$ cat src/rtl/multi_window_timing_pkg.sv
// Shared types and helpers for the multi-window raster timing source.
// win_cfg_t holds one window's geometry; its fields are COORD_W bits wide,
// so the top-level CW parameter must equal COORD_W.
package multi_window_timing_pkg;

  localparam int COORD_W = 12;

  typedef struct packed {
    logic               en;
    logic [COORD_W-1:0] top;
    logic [COORD_W-1:0] left;
    logic [COORD_W-1:0] width;
    logic [COORD_W-1:0] height;
  } win_cfg_t;

  // Total period of a line or frame: active + front porch + sync + back porch.
  function automatic int unsigned period_total(input int unsigned active,
                                               input int unsigned fp,
                                               input int unsigned sync,
                                               input int unsigned bp);
    return active + fp + sync + bp;
  endfunction

endpackage

$ cat src/rtl/window_compare.sv
// Rectangle decode for one window. The de_full input is the enable-qualified
// active-area term for the current counters. The output de is registered,
// so it lines up with the top-level registered outputs.
// With WIN_PRIORITY_EN defined, the unregistered hit is also exported so that
// the top can register the priority encoder alongside de.
module window_compare
  import multi_window_timing_pkg::*;
(
  input  logic               clk,
  input  logic               rst_n,
  input  logic [COORD_W-1:0] hcnt,
  input  logic [COORD_W-1:0] vcnt,
  input  logic               de_full,
  input  win_cfg_t           cfg,
`ifdef WIN_PRIORITY_EN
  output logic               de_next,
`endif
  output logic               de
);

  logic [COORD_W:0] right;
  logic [COORD_W:0] bottom;
  logic             in_x;
  logic             in_y;
  logic             hit;

  // The extra bit keeps left+width and top+height from wrapping. A zero size gives an empty range.
  assign right  = {1'b0, cfg.left} + {1'b0, cfg.width};
  assign bottom = {1'b0, cfg.top} + {1'b0, cfg.height};
  assign in_x   = (hcnt >= cfg.left) && ({1'b0, hcnt} < right);
  assign in_y   = (vcnt >= cfg.top) && ({1'b0, vcnt} < bottom);
  assign hit    = de_full && cfg.en && in_x && in_y;

`ifdef WIN_PRIORITY_EN
  assign de_next = hit;
`endif

  // Register the window hit so that it aligns with de_full and x_pos/y_pos.
  always_ff @(posedge clk or negedge rst_n) begin
    if (!rst_n) de <= 1'b0;
    else        de <= hit;
  end

endmodule

$ cat src/rtl/multi_window_timing.sv
// Raster timing generator with NWIN independently decoded rectangular windows.
// It owns the h/v counters, the sync and active decode, the frame-atomic
// double buffer of window geometry and, optionally, the priority encoder.
// Optional feature macro: WIN_PRIORITY_EN adds the win_hit and win_id outputs.
module multi_window_timing
  import multi_window_timing_pkg::*;
#(
  parameter int NWIN     = 4,
  parameter int CW       = COORD_W,
  parameter int H_ACTIVE = 1920,
  parameter int H_FP     = 88,
  parameter int H_SYNC   = 44,
  parameter int H_BP     = 148,
  parameter int V_ACTIVE = 1080,
  parameter int V_FP     = 4,
  parameter int V_SYNC   = 5,
  parameter int V_BP     = 36,
  parameter int SYNC_POL = 1
) (
  input  logic               pclk,
  input  logic               prst_n,
  input  logic               enable,
  input  logic               cfg_valid,
  input  logic [NWIN-1:0]    cfg_win_en,
  input  logic [NWIN*CW-1:0] cfg_top,
  input  logic [NWIN*CW-1:0] cfg_left,
  input  logic [NWIN*CW-1:0] cfg_width,
  input  logic [NWIN*CW-1:0] cfg_height,
  output logic               vs,
  output logic               hs,
  output logic               de_full,
  output logic [NWIN-1:0]    de,
  output logic [CW-1:0]      x_pos,
  output logic [CW-1:0]      y_pos,
`ifdef WIN_PRIORITY_EN
  output logic               win_hit,
  output logic [((NWIN > 1) ? $clog2(NWIN) : 1)-1:0] win_id,
`endif
  output logic               sof
);

  localparam int unsigned HTOT = period_total(H_ACTIVE, H_FP, H_SYNC, H_BP);
  localparam int unsigned VTOT = period_total(V_ACTIVE, V_FP, V_SYNC, V_BP);
  localparam logic [CW-1:0] H_LAST    = CW'(HTOT - 1);
  localparam logic [CW-1:0] V_LAST    = CW'(VTOT - 1);
  localparam logic [CW-1:0] H_ACT_END = CW'(H_ACTIVE);
  localparam logic [CW-1:0] V_ACT_END = CW'(V_ACTIVE);
  localparam logic [CW-1:0] HS_START  = CW'(H_ACTIVE + H_FP);
  localparam logic [CW-1:0] HS_END    = CW'(H_ACTIVE + H_FP + H_SYNC);
  localparam logic [CW-1:0] VS_START  = CW'(V_ACTIVE + V_FP);
  localparam logic [CW-1:0] VS_END    = CW'(V_ACTIVE + V_FP + V_SYNC);
  localparam logic SYNC_ON = (SYNC_POL != 0);

  logic [CW-1:0] hcnt;
  logic [CW-1:0] vcnt;
  logic          last_pix;
  logic          active_c;
  logic          hsync_c;
  logic          vsync_c;
  logic          sof_c;
  logic          load_active;

  win_cfg_t bus_cfg [NWIN];
  win_cfg_t pend_cfg[NWIN];
  win_cfg_t act_cfg [NWIN];

  // All decode terms include enable so that a disabled core drives reset levels next cycle.
  assign last_pix    = (hcnt == H_LAST) && (vcnt == V_LAST);
  assign active_c    = enable && (hcnt < H_ACT_END) && (vcnt < V_ACT_END);
  assign hsync_c     = enable && (hcnt >= HS_START) && (hcnt < HS_END);
  assign vsync_c     = enable && (vcnt >= VS_START) && (vcnt < VS_END);
  assign sof_c       = enable && (hcnt == '0) && (vcnt == '0);
  assign load_active = !enable || last_pix;

  // Pixel and line counters, held at (0,0) while disabled.
  always_ff @(posedge pclk or negedge prst_n) begin
    if (!prst_n) begin
      hcnt <= '0;
      vcnt <= '0;
    end else if (!enable) begin
      hcnt <= '0;
      vcnt <= '0;
    end else if (hcnt == H_LAST) begin
      hcnt <= '0;
      vcnt <= (vcnt == V_LAST) ? '0 : vcnt + 1'b1;
    end else begin
      hcnt <= hcnt + 1'b1;
    end
  end

  // Registered raster outputs, one cycle behind the counters they decode.
  always_ff @(posedge pclk or negedge prst_n) begin
    if (!prst_n) begin
      vs      <= ~SYNC_ON;
      hs      <= ~SYNC_ON;
      de_full <= 1'b0;
      x_pos   <= '0;
      y_pos   <= '0;
      sof     <= 1'b0;
    end else begin
      vs      <= vsync_c ? SYNC_ON : ~SYNC_ON;
      hs      <= hsync_c ? SYNC_ON : ~SYNC_ON;
      de_full <= active_c;
      x_pos   <= active_c ? hcnt : '0;
      y_pos   <= active_c ? vcnt : '0;
      sof     <= sof_c;
    end
  end

  // Unpack the flat configuration bus into per-window records.
  for (genvar g = 0; g < NWIN; g++) begin : g_bus
    assign bus_cfg[g] = '{en:     cfg_win_en[g],
                          top:    cfg_top   [g*CW +: CW],
                          left:   cfg_left  [g*CW +: CW],
                          width:  cfg_width [g*CW +: CW],
                          height: cfg_height[g*CW +: CW]};
  end

  // Pending set: holds the most recent strobe until the next frame boundary.
  always_ff @(posedge pclk or negedge prst_n) begin
    if (!prst_n) begin
      for (int i = 0; i < NWIN; i++) pend_cfg[i] <= '0;
    end else if (cfg_valid) begin
      pend_cfg <= bus_cfg;
    end
  end

  // Active set: swapped only on the last pixel of a frame or while idle; a strobe on that cycle wins.
  always_ff @(posedge pclk or negedge prst_n) begin
    if (!prst_n) begin
      for (int i = 0; i < NWIN; i++) act_cfg[i] <= '0;
    end else if (load_active) begin
      act_cfg <= cfg_valid ? bus_cfg : pend_cfg;
    end
  end

`ifdef WIN_PRIORITY_EN
  localparam int IDW = (NWIN > 1) ? $clog2(NWIN) : 1;
  logic [NWIN-1:0] de_next;
  logic [IDW-1:0]  id_c;
`endif

  for (genvar g = 0; g < NWIN; g++) begin : g_win
    window_compare u_win (
      .clk     (pclk),
      .rst_n   (prst_n),
      .hcnt    (hcnt),
      .vcnt    (vcnt),
      .de_full (active_c),
      .cfg     (act_cfg[g]),
`ifdef WIN_PRIORITY_EN
      .de_next (de_next[g]),
`endif
      .de      (de[g])
    );
  end

`ifdef WIN_PRIORITY_EN
  // Lowest-index hit wins; scanning downward leaves the smallest index in id_c.
  always_comb begin
    id_c = '0;
    for (int i = NWIN - 1; i >= 0; i--) begin
      if (de_next[i]) id_c = IDW'(i);
    end
  end

  // Register the priority result so that it stays aligned with de.
  always_ff @(posedge pclk or negedge prst_n) begin
    if (!prst_n) begin
      win_hit <= 1'b0;
      win_id  <= '0;
    end else begin
      win_hit <= |de_next;
      win_id  <= id_c;
    end
  end
`endif

endmodule

$ cat config.mk
export PLATFORM = sky130hd
export DESIGN_NAME = multi_window_timing
export DESIGN_NICKNAME = d
export VERILOG_FILES = /design/src/rtl/multi_window_timing_pkg.sv /design/src/rtl/window_compare.sv /design/src/rtl/multi_window_timing.sv
export SDC_FILE = /design/constraint.sdc
export NUM_CORES = 1
export LEC_CHECK = 0
export CORE_MARGIN = 2
export CORE_UTILIZATION = 61
export DETAILED_ROUTE_END_ITERATION = 10
export GPL_TIMING_DRIVEN = 0
export PLACE_DENSITY = 0.84
export SYNTH_ARGS = -nofsm -noshare
export SYNTH_HDL_FRONTEND = slang
export SYNTH_SLANG_ARGS = --single-unit
$ cat constraint.sdc
create_clock -name pclk -period 6.1 [get_ports pclk]
set_input_delay 1.22 -clock pclk [delete_from_list [all_inputs] [get_ports pclk]]
set_output_delay 1.22 -clock pclk [all_outputs]
set_load 0.03 [all_outputs]
# --- Word level (Yosys, flattened, before mapping) ---
# Index checks and enable logic that the tools add are counted.
op_classes:
  n_addsub: 10
  n_lt_le_gt_ge: 22
  eq_ne: 3
  mux: 10
  n_reduce_logical: 33
ops:
  columns: ["operator", "n"]
  rows:
  - ["two-way mux 196 bit", 1]
  - ["adder 12 x 12 -> 13 bit", 8]
  - ["less-than comparator 12 x 13 -> 1 bit", 8]
  - ["greater-or-equal comparator 12 bit", 8]
  - ["two-way mux 12 bit", 7]
  - ["less-than comparator 12 x 11 -> 1 bit, second input constant", 3]
  - ["logical AND 1 bit", 29]
  - ["adder 12 x 1 -> 12 bit, second input constant", 2]
  - ["greater-or-equal comparator 12 x 11 -> 1 bit, second input constant", 2]
  - ["logical NOT 12 bit", 2]
  - ["equality test 12 x 11 -> 1 bit, second input constant", 1]
  - ["equality test 12 bit, second input constant", 1]
  - ["less-than comparator 12 bit, second input constant", 1]
  - ["two-way mux 1 bit", 2]
  - ["!= test 2 x 1 -> 1 bit, second input constant", 1]
  - ["logical NOT 1 bit", 1]
  - ["logical OR 1 bit", 1]
totals:
  regBits: 448
  in_bits: 200
  output_inout_bits: 32
  word_cells: 130

# --- Depth between registers and ports, before layout ---
depth:
  word_depth: 6
  depth_mapped: 17

# --- Cells and area by module ---
# A second synthesis with hierarchy kept.
hier_totals:
  cells_unflattened: 2083
  hier_area_um2: 24989.0
modules_own_cells:
  columns: ["module", "instances", "cells_each", "area_each_um2", "seq_area_each_um2"]
  rows:
  - ["multi_window_timing", 1, 1048, 16796.1, 11110.7]
  - ["window_compare (g_win[1].u_win ...)", 3, 257, 2040.7, 25.0]
  - ["window_compare (g_win[0].u_win)", 1, 264, 2070.7, 25.0]

# --- Least setup slack after synthesis ---
# No wires, ideal clock.
synth_path:
  kind: "reg2reg"
  startpoint: "register act_cfg[111] in the netlist's numbering"
  endpoint: "register g_win[1].u_win.de"
  setup_time_ps: 67
  t_arrival_ps: 3116
  required_ps: 6033
  slack_ps: 2918
  stages_incl_launch_ff: 15
  path_buffers: 0
  synth_period_minus_slack_ps: 3182
  path_cell_list: "dfrtp_1 -> ha_1 -> a21o_1 -> a21o_1 -> a2111oi_0 -> o31ai_1 -> a21o_1 -> a21oi_1 -> xor2_1 -> ha_1 -> or4_1 -> a211oi_1 -> o21ai_0 -> nand3_1 -> and3_1"
synth_between:
  elab_chain_len: 5
synth_rtl:
  columns: ["item", "line", "source"]
  rows:
  - ["start, declared", "multi_window_timing.sv:65", "win_cfg_t act_cfg [NWIN];"]
  - ["start signal, assigned", "multi_window_timing.sv:133", "act_cfg <= cfg_valid ? bus_cfg : pend_cfg;"]
  - ["adder 12 x 12 -> 13 bit", "window_compare.sv:28", "assign right = {1'b0, cfg.left} + {1'b0, cfg.width};"]
  - ["less-than comparator 12 x 13 -> 1 bit", "window_compare.sv:30", "assign in_x = (hcnt >= cfg.left) && ({1'b0, hcnt} < right);"]
  - ["logical AND 1 bit", "window_compare.sv:30", null]
  - ["logical AND 1 bit (2 in a row)", "window_compare.sv:32", "assign hit = de_full && cfg.en && in_x && in_y;"]
  - ["via g_win[1].u_win.hit", "window_compare.sv:25", "logic hit;"]
  - ["end signal, assigned", "window_compare.sv:41", "else de <= hit;"]
  - ["end, declared", "window_compare.sv:18", "output logic de"]
# The timed path passes the listed nets, and every way through them passes these cells.
# A chain may end at the register's enable or synchronous reset.

# --- Worst setup path in the final report ---
layout_path:
  startpoint: "register act_cfg[24] in the netlist's numbering"
  endpoint: "register g_win[3].u_win.de"
layout_between:
  elab_chain_len: 5
layout_rtl:
  columns: ["item", "line"]
  rows:
  - ["adder 12 x 12 -> 13 bit", "window_compare.sv:28"]
  - ["less-than comparator 12 x 13 -> 1 bit", "window_compare.sv:30"]
  - ["logical AND 1 bit (*)", "window_compare.sv:30"]
  - ["logical AND 1 bit (*) (2 in a row)", "window_compare.sv:32"]
  - ["via g_win[3].u_win.hit", "window_compare.sv:25"]
  - ["end signal, assigned", "window_compare.sv:41"]
  - ["end, declared", "window_compare.sv:18"]
# Mark *: on every way through the listed nets, which the timed path passes. The rest lies on a longest branch.

==> impl_metrics.toml <==
[status]
outcome = "complete, no violations"

[setup_path]
crit_path_end_kind = "register"
reg2reg_depth = 16
cp.required_ns = 6.54
crit_path_cell_trace = "ha_1 -> inv_1 -> fa_1 -> nand2b_1 -> a21boi_0 -> o31ai_1 -> a21boi_0 -> a31oi_1 -> xor2_1 -> ha_1 -> nand4_1 -> nor2_1 -> o31ai_1 -> a21boi_0 -> o221ai_1 -> nor4b_1"
rr_startpoint = "act_cfg[24]"
rrSetupSlack_ns = 2.22
crit_fanout = 3
cp_top_family = "compound AO/OA/AOI/OAI gates"
cp-start-kind = "register"
worst-path-buf-inv = 1
r2r-end = "g_win[3].u_win.de"
crit_type = "register to register"
crit_slowest_cell = "o221ai_1"
cpMostUsedCell = "a21boi_0"
slowest_delay_ns = 0.41
cp.arrival_ns = 4.32

[cts]
clk_latency_ns = 0.58
post_cts_buffers = 0
cts_hold_buffers = 0
htreeDepth = 2
cts_buffer_depth = 3
cts_tree = "yes"
cts-root-buf = "clkbuf_16"
post_cts_resized = 0
numClockSinks = 448
clkTransAtPathRegs_ns = 0.07
cts_buffers = 46

[routing]
via_per_inst = 5.88
dr.pass1.iters = 5
ant_nets = 0
drc = 0
wire_per_inst_um = 21.0
drtIter0Drc = 908
routed_wl_um = 61100
num_vias = 17137

[die]
die_w_um = 207
start_util_pct = 61.7
die_h_um = 207
ios = 232
rows = 74
die_area_mm2 = 0.0429
core_area_mm2 = 0.0408

[global_route]
antenna_found_initial = 7
track_usage_pct = 29.0
grt-ovfl-total = 0
first_global_vias = 18695
grt_pass1_wl_um = 99000
grt_max_degree = 108

[placement]
io_buffers = 230
place_inst = 2826
place_area_mm2 = 0.0283
dp_hpwl_um = 44500
place.gp.congestion = 0.885
preCtsSetupSlack_ns = 2.06

[timing]
clock-skew-final_ns = 0.00962
rsz0062_at_grt = "no"
relSlewSlack_pct = 31.6
setup_viol = 0
worst_pin_slew_ns = 1.02
setup_slack_ns = 2.22
hold_violations = 0
period_needed_ns = 3.88
post-route-period-util_pct = 63.6
fin_hold_ws_ns = 0.493
slew_viol_final = 0
max_freq_mhz = 258

[synth]
async_reset_ff_share_pct = 100
yosys.area.top_type_share_pct = 44.5
synth_cell_types = 60
synth_area_per_cell_um2 = 12.2
yosys_warnings = 0
synth_edf_count = 0
yosysTopAreaCell = "dfrtp_1"
yosys-top-cells-area = "dfrtp_1 44%, ha_1 14%, mux2_2 12%"
ys_ff_latch = 448
synth_flop_cell = "dfrtp_1"
ys_seq_area_share_pct = 44.5
netlist_area_mm2 = 0.0252
syn_inst = 2059

[cells_and_area]
fin_area_mm2 = 0.0299
finalNonFillerCells = 2914
nFillCells = 2781
drive_above_1_share_pct = 20.9
final_core_utilization_pct = 73.3
nets = 2835
area_growth_pct = 18.8

[power]
ir_worst_vdd_uv = 206
clkPwrFrac_pct = 31.1
leakagePower_nw = 14.0
swShare_pct = 31.0
p_switching_w = 0.00300
p_int_w = 0.00669
pwr-share-seq_pct = 37.5
p_comb_share_pct = 31.4
powerDensity_mw_per_mm2 = 324

[hold_path]
hold_path.class = "register to register"
whs_path_depth = 1
min_from = "pend_cfg[12]"
holdPathEnd = "pend_cfg[12]"

[flow_run]
maxCapViolCount = 0
==> synth_stat cells, types with 4 or more instances <==
| cell | instances |
|---|---|
| ha_1 | 285 |
| o2111ai_1 | 4 |
| nand2_1 | 42 |
| o21bai_1 | 8 |
| o211ai_1 | 8 |
| inv_1 | 127 |
| a211o_1 | 6 |
| mux2_4 | 100 |
| xor2_1 | 44 |
| nand2b_1 | 26 |
| nand4_1 | 23 |
| buf_4 | 10 |
| o21a_1 | 25 |
| and2_1 | 24 |
| and3_1 | 5 |
| nor2b_1 | 17 |
| a211oi_1 | 18 |
| nor4_1 | 11 |
| nor2_1 | 85 |
| or2_2 | 5 |
| buf_12 | 11 |
| or4_1 | 4 |
| a21boi_0 | 7 |
| a21oi_1 | 86 |
| mux2_2 | 278 |
| dfrtp_1 | 448 |
| nand3_1 | 25 |
| buf_6 | 5 |
| a31oi_1 | 8 |
| clkbuf_1 | 30 |
| mux2_1 | 14 |
| nor3_1 | 31 |
| xnor2_1 | 41 |
| o21ai_0 | 95 |
| fa_1 | 8 |
| a2111oi_0 | 6 |
| o31ai_1 | 9 |
| a21o_1 | 46 |
==> worst reg2reg max path: cells and delay by family (launching register included) <==
family,cells,cell delay [ns]
AO/OA/AOI/OAI,7,1.51
XOR/XNOR,1,0.18
AND/OR/NAND/NOR,4,0.72
adder cells (fa/ha/maj),3,0.89
buffers and inverters,1,0.06
flip-flops,1,0.39
==> how the worst max path moves through the flow <==
stage	endpoint	depth (start not counted)	from	slack (ns)
global route	g_win[3].u_win.de	16	act_cfg[24]	1.83
finish	g_win[3].u_win.de	16	act_cfg[24]	2.22
floorplan	g_win[1].u_win.de	14	act_cfg[111]	2.92
CTS	g_win[3].u_win.de	16	act_cfg[24]	2.30
detailed placement	g_win[2].u_win.de	6	enable	2.06
global placement	act_cfg[14]	1	prst_n	-15.01
==> area by class of cell <==
type	instances	area (µm²)	area share (%)
Multi-Input combinational cell	1429	13000	43.6
Sequential cell	448	11200	37.5
Inverter	127	477	1.59
Antenna cell	2	5.00	0.0167
Clock buffer	65	1380	4.60
Timing Repair Buffer	234	2420	8.08
Tap cell	532	666	2.22
Clock inverter	21	256	0.857
Buffer	56	464	1.55
==> stage by stage <==
step	total power [W]	TNS, ns
6_report	0.00969	0
5_1_grt	0.0103	0
4_1_cts	0.00974	0
3_5_place_dp	0.00669	0
3_3_place_gp	0.00650	-6704.68
2_1_floorplan	0.00585	0
==> flip-flops by register name (all words and copies together), names as in the netlist <==
signal,count
act_cfg,196
de_full,1
g_win.u_win.de,4
hcnt,12
hs,1
pend_cfg,196
sof,1
vcnt,12
vs,1
x_pos,12
y_pos,12
==> kinds of logic after synthesis <==
| family | count (synthesis) | synth area share, % |
|---|---|---|
| multiplexers | 392 | 19.0 |
| XOR/XNOR | 85 | 2.95 |
| adder cells (fa/ha/maj) | 293 | 14.8 |
| buffers and inverters | 183 | 3.73 |
| other | 1 | 0.0149 |
| AND/OR/NAND/NOR | 310 | 6.27 |
| flip-flops | 448 | 44.5 |
| AO/OA/AOI/OAI | 347 | 8.73 |
==> layer usage <==
layer / global-route usage [%] / up-vias / part of all wire, %
met1: 37.2 / 8498 / 42
li1: - / 7980 / -
met5: 0 / - / 0.093
met4: 12.2 / 8 / 3.9
met3: 5.40 / 154 / 6.2
met2: 48.5 / 497 / 48
==> placed cells by master (no fill, tap or decap), drive strengths merged, types with 41 or more instances in the layout <==
master           n
a21o            46
a21oi           86
clkbuf          95
clkdlybuf4s50  229
dfrtp          448
ha             285
inv            128
mux2           392
nand2           43
nor2            85
o21ai           95
xnor2           41
xor2            44
==> power by group through the flow <==
| stage | combinational [W] | clock (W) | sequential (W) |
|---|---|---|---|
| floorplan | 0.00228 | 0 | 0.00358 |
| global placement | 0.00281 | 0 | 0.00368 |
| detailed placement | 0.00300 | 0 | 0.00369 |
| CTS | 0.00304 | 0.00306 | 0.00364 |
| global route | 0.00342 | 0.00318 | 0.00368 |
| finish | 0.00304 | 0.00301 | 0.00364 |
No activity file was read; power rests on OpenSTA's default activity.
